File: src/rtl/layer_blit_sequencer_pkg.sv
// Shared types for the layer blit sequencer: FSM states, layer kinds and the descriptor layout.
// layer_desc_t is the descriptor at the default parameter set; desc_w() gives the width for any set.
package layer_blit_pkg;

  typedef enum logic [2:0] {StIdle, StFetch, StIssue, StWait, StDone} state_e;
  typedef enum logic {KindSprite, KindDigit} kind_e;

  localparam int unsigned DefNumLayers = 16;
  localparam int unsigned DefCoordW    = 10;
  localparam int unsigned DefNumValues = 8;
  localparam int unsigned DefValW      = 8;
  localparam int unsigned DefDigits    = 2;
  localparam int unsigned DefGlyphW    = 5;

  // Index width that stays at least one bit for single-entry selections.
  function automatic int unsigned sel_w(input int unsigned n);
    return (n > 1) ? $clog2(n) : 1;
  endfunction

  function automatic int unsigned desc_w(input int unsigned coord_w, input int unsigned num_values,
                                         input int unsigned digits);
    return 2 + sel_w(num_values) + sel_w(digits) + 6 * coord_w;
  endfunction

  typedef struct packed {
    logic                           en;
    kind_e                          kind;
    logic [sel_w(DefNumValues)-1:0] val_sel;
    logic [sel_w(DefDigits)-1:0]    digit_pos;
    logic [DefCoordW-1:0]           src_x0;
    logic [DefCoordW-1:0]           src_y0;
    logic [DefCoordW-1:0]           src_x1;
    logic [DefCoordW-1:0]           src_y1;
    logic [DefCoordW-1:0]           dst_x;
    logic [DefCoordW-1:0]           dst_y;
  } layer_desc_t;

endpackage

File: src/rtl/layer_blit_sequencer_digit_select.sv
// Picks one decimal digit of a live value: saturate to the displayable range, then
// divide by the selected power of ten and take the remainder mod 10.
module digit_select #(
  parameter int unsigned ValW   = 8,
  parameter int unsigned Digits = 2,
  parameter int unsigned PosW   = 1
) (
  input  logic [ValW-1:0] value_i,
  input  logic [PosW-1:0] digit_pos_i,
  output logic [3:0]      digit_o
);

  localparam int unsigned MaxVal = 10 ** Digits - 1;

  logic [31:0] sat;

  // Each position divides by a constant, so the loop unrolls into fixed dividers plus a mux.
  always_comb begin
    sat     = (32'(value_i) > MaxVal) ? MaxVal : 32'(value_i);
    digit_o = '0;
    for (int unsigned p = 0; p < Digits; p++) begin
      if (32'(digit_pos_i) == p) digit_o = 4'((sat / (10 ** p)) % 10);
    end
  end

endmodule

File: src/rtl/layer_blit_sequencer.sv
// Walks a writable layer descriptor table once per frame, issuing one blit command per enabled
// layer and waiting for blit_done. Define LBS_OVERRUN_CNT_EN to add the overrun_cnt port.
module layer_blit_sequencer
  import layer_blit_pkg::*;
#(
  parameter int unsigned NumLayers = 16,
  parameter int unsigned CoordW    = 10,
  parameter int unsigned NumValues = 8,
  parameter int unsigned ValW      = 8,
  parameter int unsigned Digits    = 2,
  parameter int unsigned GlyphW    = 5,
  localparam int unsigned IdxW     = $clog2(NumLayers),
  localparam int unsigned DescW    = desc_w(CoordW, NumValues, Digits)
) (
  input  logic                      clk,
  input  logic                      reset,
  input  logic                      cfg_we,
  input  logic [IdxW-1:0]           cfg_addr,
  input  logic [DescW-1:0]          cfg_wdata,
  input  logic [NumValues*ValW-1:0] values,
  input  logic                      frame_start,
  output logic                      cmd_valid,
  input  logic                      cmd_ready,
  output logic [CoordW-1:0]         cmd_src_x0,
  output logic [CoordW-1:0]         cmd_src_y0,
  output logic [CoordW-1:0]         cmd_src_x1,
  output logic [CoordW-1:0]         cmd_src_y1,
  output logic [CoordW-1:0]         cmd_dst_x,
  output logic [CoordW-1:0]         cmd_dst_y,
  input  logic                      blit_done,
  output logic                      busy,
  output logic                      frame_done
`ifdef LBS_OVERRUN_CNT_EN
  ,
  output logic [7:0]                overrun_cnt
`endif
);

  localparam int unsigned SelW = sel_w(NumValues);
  localparam int unsigned PosW = sel_w(Digits);

  typedef struct packed {
    logic              en;
    kind_e             kind;
    logic [SelW-1:0]   val_sel;
    logic [PosW-1:0]   digit_pos;
    logic [CoordW-1:0] src_x0;
    logic [CoordW-1:0] src_y0;
    logic [CoordW-1:0] src_x1;
    logic [CoordW-1:0] src_y1;
    logic [CoordW-1:0] dst_x;
    logic [CoordW-1:0] dst_y;
  } desc_t;

  desc_t             table_q [NumLayers];
  logic [ValW-1:0]   snap_q  [NumValues];
  state_e            state_q;
  logic [IdxW-1:0]   idx_q;

  desc_t             cur;
  logic [3:0]        digit;
  logic [CoordW-1:0] x_off;
  logic              last_idx;

  assign cur      = table_q[idx_q];
  assign last_idx = (idx_q == IdxW'(NumLayers - 1));
  assign busy     = (state_q != StIdle);
  assign x_off    = (cur.kind == KindDigit) ? CoordW'(32'(digit) * GlyphW) : '0;

  digit_select #(
    .ValW   (ValW),
    .Digits (Digits),
    .PosW   (PosW)
  ) u_digit_select (
    .value_i     (snap_q[cur.val_sel]),
    .digit_pos_i (cur.digit_pos),
    .digit_o     (digit)
  );

  // The FETCH read of table_q sees the pre-write entry when cfg_we hits the same index.
  always_ff @(posedge clk) begin
    if (reset) begin
      state_q    <= StIdle;
      idx_q      <= '0;
      cmd_valid  <= 1'b0;
      cmd_src_x0 <= '0;
      cmd_src_y0 <= '0;
      cmd_src_x1 <= '0;
      cmd_src_y1 <= '0;
      cmd_dst_x  <= '0;
      cmd_dst_y  <= '0;
      frame_done <= 1'b0;
      for (int i = 0; i < NumLayers; i++) table_q[i] <= '0;
      for (int k = 0; k < NumValues; k++) snap_q[k] <= '0;
    end else begin
      if (cfg_we) table_q[cfg_addr] <= cfg_wdata;
      frame_done <= 1'b0;
      unique case (state_q)
        StIdle: begin
          if (frame_start) begin
            state_q <= StFetch;
            for (int k = 0; k < NumValues; k++) snap_q[k] <= values[k*ValW +: ValW];
          end
        end
        StFetch: begin
          if (cur.en) begin
            cmd_src_x0 <= cur.src_x0 + x_off;
            cmd_src_y0 <= cur.src_y0;
            cmd_src_x1 <= cur.src_x1 + x_off;
            cmd_src_y1 <= cur.src_y1;
            cmd_dst_x  <= cur.dst_x;
            cmd_dst_y  <= cur.dst_y;
            cmd_valid  <= 1'b1;
            state_q    <= StIssue;
          end else if (last_idx) begin
            frame_done <= 1'b1;
            state_q    <= StDone;
          end else begin
            idx_q <= idx_q + IdxW'(1);
          end
        end
        StIssue: begin
          if (cmd_ready) begin
            cmd_valid <= 1'b0;
            state_q   <= StWait;
          end
        end
        StWait: begin
          if (blit_done) begin
            if (last_idx) begin
              frame_done <= 1'b1;
              state_q    <= StDone;
            end else begin
              idx_q   <= idx_q + IdxW'(1);
              state_q <= StFetch;
            end
          end
        end
        StDone: begin
          idx_q   <= '0;
          state_q <= StIdle;
        end
        default: state_q <= StIdle;
      endcase
    end
  end

`ifdef LBS_OVERRUN_CNT_EN
  always_ff @(posedge clk) begin
    if (reset) begin
      overrun_cnt <= '0;
    end else if (frame_start && busy && (overrun_cnt != 8'hff)) begin
      overrun_cnt <= overrun_cnt + 8'd1;
    end
  end
`endif

endmodule
File: config.mk
export PLATFORM = sky130hd
export DESIGN_NAME = layer_blit_sequencer
export DESIGN_NICKNAME = d
export VERILOG_FILES = /design/src/rtl/layer_blit_sequencer_pkg.sv /design/src/rtl/layer_blit_sequencer_digit_select.sv /design/src/rtl/layer_blit_sequencer.sv
export SDC_FILE = /design/constraint.sdc
export NUM_CORES = 2
export LEC_CHECK = 0
export CAP_MARGIN = 20
export CORE_ASPECT_RATIO = 0.75
export CORE_MARGIN = 1
export CORE_UTILIZATION = 49
export CTS_CLUSTER_SIZE = 12
export DETAILED_ROUTE_END_ITERATION = 8
export PLACE_DENSITY = 0.69
export SYNTH_ARGS = -nofsm -noshare
export SYNTH_HDL_FRONTEND = slang
export SYNTH_SLANG_ARGS = --single-unit
File: constraint.sdc
create_clock -name clk -period 9.3 [get_ports clk]
set_input_delay 2.325 -clock clk [delete_from_list [all_inputs] [get_ports clk]]
set_output_delay 2.325 -clock clk [all_outputs]
set_load 0.02 [all_outputs]
# Word-level counts from Yosys, hierarchy flattened
# Memories as Yosys holds them, arrays and structs flattened. A register that Yosys moved wholly into a read port is not among the register bits.
# Cells that the tools add are included.
[totals]
register_bits = 69
ramBits = 1120
input_bits = 140
memories = 2
[op_classes]
add_sub_neg = 3
n_mul = 1
div = 3
n_lt_le_gt_ge = 1
n_eq_ne = 11
muxes = 43
n_bitwise = 8
n_reduce_logical = 9
[mem_list]
columns = ["name", "depth", "word_bits", "rd", "rd_clocked_by_memory_dff", "wr", "line_no", "source"]
rows = [
  ["table_q", 16, 66, 1, 1, 16, "layer_blit_sequencer.sv:55", "desc_t table_q [NumLayers];"],
  ["snap_q", 8, 8, 1, 0, 8, "layer_blit_sequencer.sv:56", "logic [ValW-1:0] snap_q [NumValues];"],
]
[op_table]
columns = ["cell", "n"]
rows = [
  ["$mux 8", 9],
  ["$mux 66", 1],
  ["$reduce_or 66->1", 1],
  ["$mod 32x4->32 const B", 2],
  ["$div 32x4->32 const B", 1],
  ["$mux 4", 7],
  ["$add 10x7->10", 2],
  ["$mux 3", 6],
  ["$mux 1", 15],
  ["$pmux 3 s4", 1],
  ["$pmux 4 s3", 1],
  ["$ne 2x2->1 const B", 5],
  ["$gt 8x7->1 const B", 1],
  ["$or 1x1->1", 8],
  ["$mul 4x3->7 const B", 1],
  ["$mux 7", 1],
  ["$eq 3x2->1 const B", 2],
  ["$reduce_and 3->1", 2],
  ["$reduce_bool 3->1", 2],
  ["$add 4x1->4 const B", 1],
  ["$eq 4x4->1 const B", 1],
  ["$pmux 1 s2", 2],
  ["$reduce_and 4->1", 1],
  ["$eq 3x1->1 const B", 1],
  ["other kinds (5)", 5],
]

# Depth between registers and ports, before layout
# An unclocked memory read counts as a cell.
[depth]
word_depth = 9
depth_mapped = 35
depth_no_buf = 31

# Modules after synthesis
# From an unflattened synthesis, not the netlist that was laid out.
[hier_totals]
hier_cells = 3466
hier_area_um2 = 54279.6
[modules_own_cells]
columns = ["mod", "n_inst", "cells_each", "area_each_um2", "seq_area_each_um2"]
rows = [
  ["layer_blit_sequencer", 1, 3362, 53593.9, 35093.7],
  ["digit_select", 1, 104, 685.7, 0.0],
]

# Least setup slack after synthesis
# No wires, ideal clock.
[synth_path]
path_kind = "flip-flop to flip-flop"
from = "reg with a tool-made name"
to = "reg cmd_src_x0[8]"
arrival_time_ns = 6.403
setup_slack_ns = 2.811
stages_incl_launch_ff = 31
n_path_buf = 2
synth_period_minus_slack_ns = 6.489
cell_sequence = "dfxtp_1 > buf_6 > mux4_2 > mux2i_4 > mux2_2 > a2111oi_0 > a31o_1 > mux2_2 > buf_2 > nor4_2 > o31ai_2 > mux2_2 > o21ai_0 > a22oi_1 > ha_1 > mux2i_1 > a32oi_1 > a21oi_1 > a21o_1 > ha_1 > ha_1 > inv_1 > fa_1 > nor2_1 > ha_1 > a21o_1 > a21o_1 > a21oi_1 > nor2b_1 > xnor2_1 > a211oi_1"
[synth_rtl]
columns = ["element", "line_no", "source"]
rows = [
  ["end signal, assigned", "layer_blit_sequencer.sv:107", "cmd_src_x0 <= cur.src_x0 + x_off;"],
  ["end, declared", "layer_blit_sequencer.sv:24", "output logic [CoordW-1:0] cmd_src_x0,"],
]

==> reports/results.txt <==
Comb power frac -> 0.146
Die ar. -> 112000 µm²
largest family of logic cells by synthesized area -> simple AND/OR/NAND/NOR gates
unrepaired setup endpoints after global routing -> false
post-synthesis compound-gate area fraction -> 0.0254
CP Launch Type -> flip-flop
commonest cells after routing, fill and taps aside -> edfxtp_1, and2_1, mux4_2, clkdlybuf4s50_1, nand2_1
Mapped Cells -> 3540
final instance area -> 61400 µm²
DR DRC count -> 0
Yosys Warn Count -> 0
Max clock buf depth -> 3
biggest area consumer among synthesized cells -> edfxtp_1
leak pwr -> 20.7 nW
clk_skew -> 30.5 ps
initial antenna violation count -> 18
htree depth -> 3
Simple-Gate Fraction of Synth Area -> 0.154
post-detail-place hpwl -> 77300 µm
Overall Global Routing Usage -> 0.261
row count -> 105
initial core utilization -> 0.496
routed len/inst -> 28.3 µm
beginning of the worst hold path -> cmd_dst_x[5]$_SDFFE_PP0P_
critical path's slowest cell -> buf_4
ys async rst share -> 0
DRT antenna net count -> 0
clock sinks -> 1193
Cell variety after synth -> 74
Num CTS Buffers -> 117
Clock Pin Slew Worst Setup and Hold Paths -> 60 ps
Max IR drop VDD -> 0.172 mV
share of Yosys cell area claimed by the top area cell type -> 0.618
met3 WL -> 13100 µm
most frequent CP cell -> ha_1
Via density -> 5.98
Root Driver -> clkbuf_16
Area Overhead vs Synth -> 12.8%
top routing layer used -> met5
FF-to-FF path depth -> 31
Switching Share -> 0.250
ys flop type -> edfxtp_1
nets -> 3786
Min Clock Period, post-route -> 8060 ps
crit end category -> flip-flop
final count of negative-setup-slack endpoints -> 0
clock share of power -> 0.358
Port Buffers -> 202
CTS Hold Bufs -> 0
Die Wd -> 387 µm
vias in the first global route -> 31.4k
outcome -> complete, no violations
sw power -> 0.00320 W
pwr dens -> 208 nW/µm²
sequential element share of the synthesized area -> 0.645
arrival time worst endpoint -> 8680 ps
num ports -> 203
maximum fanout along the worst path -> 29
Sequential Power Share -> 0.496
syn nets -> 3703
Post-Synth Adder-Cell Area -> 0.00591
Pins Over Slew Limit -> 0
drt pass-1 iters -> 5
Iter 0 DRT Violations -> 3729
commonest non-fill, non-tap cell in the layout -> edfxtp_1
layout cell share with drive strength beyond 1 -> 0.163
CTS tree -> built
Critical Path RT -> 9920 ps
metal2 WL -> 71200 µm
post-CTS setup buffer count -> 0
period utilisation layout -> 0.867
delay of the slowest critical-path stage -> 690 ps
internal reg-to-reg setup slack -> 1240 ps
internal power -> 0.00960 W
Hold WC Path Type -> reg -> reg
worst skew pair latency -> 730 ps
WHS Endpoint -> cmd_dst_x[5]$_SDFFE_PP0P_
placed inst area -> 57800 µm²
Synth Area in XOR/XNOR -> 0.00241
CP Buf/Inv Count -> 3
synthesized area -> 54400 µm²
CP delay by family, top -> compound AO/OA/AOI/OAI gates
Max-slew headroom -> 0.216
mux contribution to synthesized area -> 0.145
Area contributors post-synth -> edfxtp_1, mux4_2, and2_1, dfxtp_1, clkbuf_1
post-CTS sizing -> 0
worst r2r dst -> cmd_src_x1[9]$_SDFFE_PP0P_
routed wire length -> 146000 µm
# Max-Cap Violations -> 0
CP Class -> reg -> reg
GPL Wtd Cong -> 0.822
Vias -> 30.9k
fmax -> 124 MHz
final hold violation count -> 0
Overflow after GRT -> 0
met1 WL -> 58700 µm
Avg Cell Area, Syn -> 15.4 µm²
number of synthesized flops with an enable pin -> 1120
fin util -> 0.560
hold depth -> 2
Worst Tran Pin Value -> 1180 ps
synthesized flop and latch total -> 1193
first-pass GRT wire length -> 214000 µm
CORE AREA -> 110000 µm²
die height -> 291 µm
largest net degree at the start of global routing -> 122
setup TNS -> 0 ps
[cell type report]
cell class,count,area (µm²)
Antenna cell,8,20.0
Clock buffer,202,3420
Clock inverter,15,188
Fill cell,8463,48300
Inverter,14,52.6
Multi-Input combinational cell,2032,18300
Sequential cell,1193,35100
Tap cell,1444,1810
Timing Repair Buffer,265,2520
[kinds of logic (layout without fill, tap and decap cells)]
| group | Yosys count | in the layout |
|---|---|---|
| DFF | 1193 | 1193 |
| xor gates and xnor gates | 15 | 15 |
| muxes | 380 | 380 |
| adders and majority gates | 24 | 24 |
| other | 0 | 8 |
| buffers and inverters | 315 | 496 |
| AOI/OAI and AO/OA | 206 | 206 |
| and+or+nand+nor | 1407 | 1407 |
[cells in the mapped netlist, types with 4 or more instances]
| library cell | n |
|---|---|
| edfxtp_1 | 1120 |
| and2_1 | 1107 |
| mux4_2 | 320 |
| clkbuf_1 | 255 |
| nand2_1 | 131 |
| a21oi_1 | 76 |
| dfxtp_1 | 73 |
| nor2_1 | 40 |
| o21ai_0 | 27 |
| nor2b_1 | 25 |
| nand3_1 | 24 |
| buf_1 | 22 |
| mux2_2 | 21 |
| mux2i_1 | 21 |
| ha_1 | 20 |
| buf_2 | 18 |
| or2_2 | 18 |
| inv_1 | 14 |
| a211oi_1 | 13 |
| a21o_1 | 12 |
| and4_1 | 12 |
| nor3_1 | 12 |
| mux2_1 | 11 |
| nand2b_1 | 11 |
| o211a_1 | 10 |
| o211ai_1 | 10 |
| a2111oi_0 | 9 |
| nand4_1 | 9 |
| xor2_1 | 9 |
| a31o_1 | 7 |
| xnor2_1 | 6 |
| a211o_1 | 5 |
| mux2i_2 | 4 |
| nor3b_1 | 4 |
| nor4_1 | 4 |
| o22a_1 | 4 |
[metrics by stage]
step / cells / power [W] / hold slack [ps] / setup WS [ps]
2_1_floorplan: 3540 / 0.00769 / 509 / 2810
3_3_place_gp: 4947 / 0.00829 / 445 / 1490
3_5_place_dp: 4948 / 0.00831 / 447 / 1420
4_1_cts: 5165 / 0.0128 / 455 / 1310
5_1_grt: 5171 / 0.0132 / 476 / 593
6_report: 5173 / 0.0128 / 452 / 1240
[power groups by stage]
stage | clock, W | combinational [W] | sequential (W)
2_1_floorplan | 0 | 0.00127 | 0.00642
3_3_place_gp | 0 | 0.00184 | 0.00645
3_5_place_dp | 0 | 0.00185 | 0.00646
4_1_cts | 0.00463 | 0.00187 | 0.00635
5_1_grt | 0.00482 | 0.00202 | 0.00638
6_report | 0.00458 | 0.00187 | 0.00635
[sequential cells by signal, indices dropped and copies added (netlist names), named ones only]
register / cells
snap_q: 64
state_q: 3
cmd_valid: 1
idx_q: 4
cmd_dst_y: 10
cmd_src_y1: 10
frame_done: 1
cmd_dst_x: 10
cmd_src_x1: 10
cmd_src_y0: 10
table_q: 1056
cmd_src_x0: 10
[worst register-to-register path, delay by kind of cell, from the launching register on]
kind / cells / cell delay, ps
buf+inv: 3 / 1030
mux: 6 / 1410
xor+xnor: 1 / 70
fa+ha+maj: 5 / 1510
simple gates: 4 / 510
compound gates: 12 / 2890
flops: 1 / 600
[worst max-delay path by stage]
stage,from,slack (ps),depth (start not counted),to
global placement,flip-flop,1490,31,cmd_src_x0[9]$_SDFFE_PP0P_
floorplan,flip-flop,2810,30,cmd_src_x0[8]$_SDFFE_PP0P_
finish,flip-flop,1240,31,cmd_src_x1[9]$_SDFFE_PP0P_
CTS,flip-flop,1310,28,cmd_src_x1[9]$_SDFFE_PP0P_
global route,flip-flop,590,28,cmd_src_x1[9]$_SDFFE_PP0P_
detailed placement,flip-flop,1420,28,cmd_src_x1[9]$_SDFFE_PP0P_
[layer usage]
layer | up-vias | track usage
met3 | 220 | 0.0530
li1 | 13253 | -
met4 | 12 | 0.0724
met2 | 1489 | 0.424
met1 | 15960 | 0.360
met5 | - | 0
Note: power is estimated with default switching activity, not from simulation.
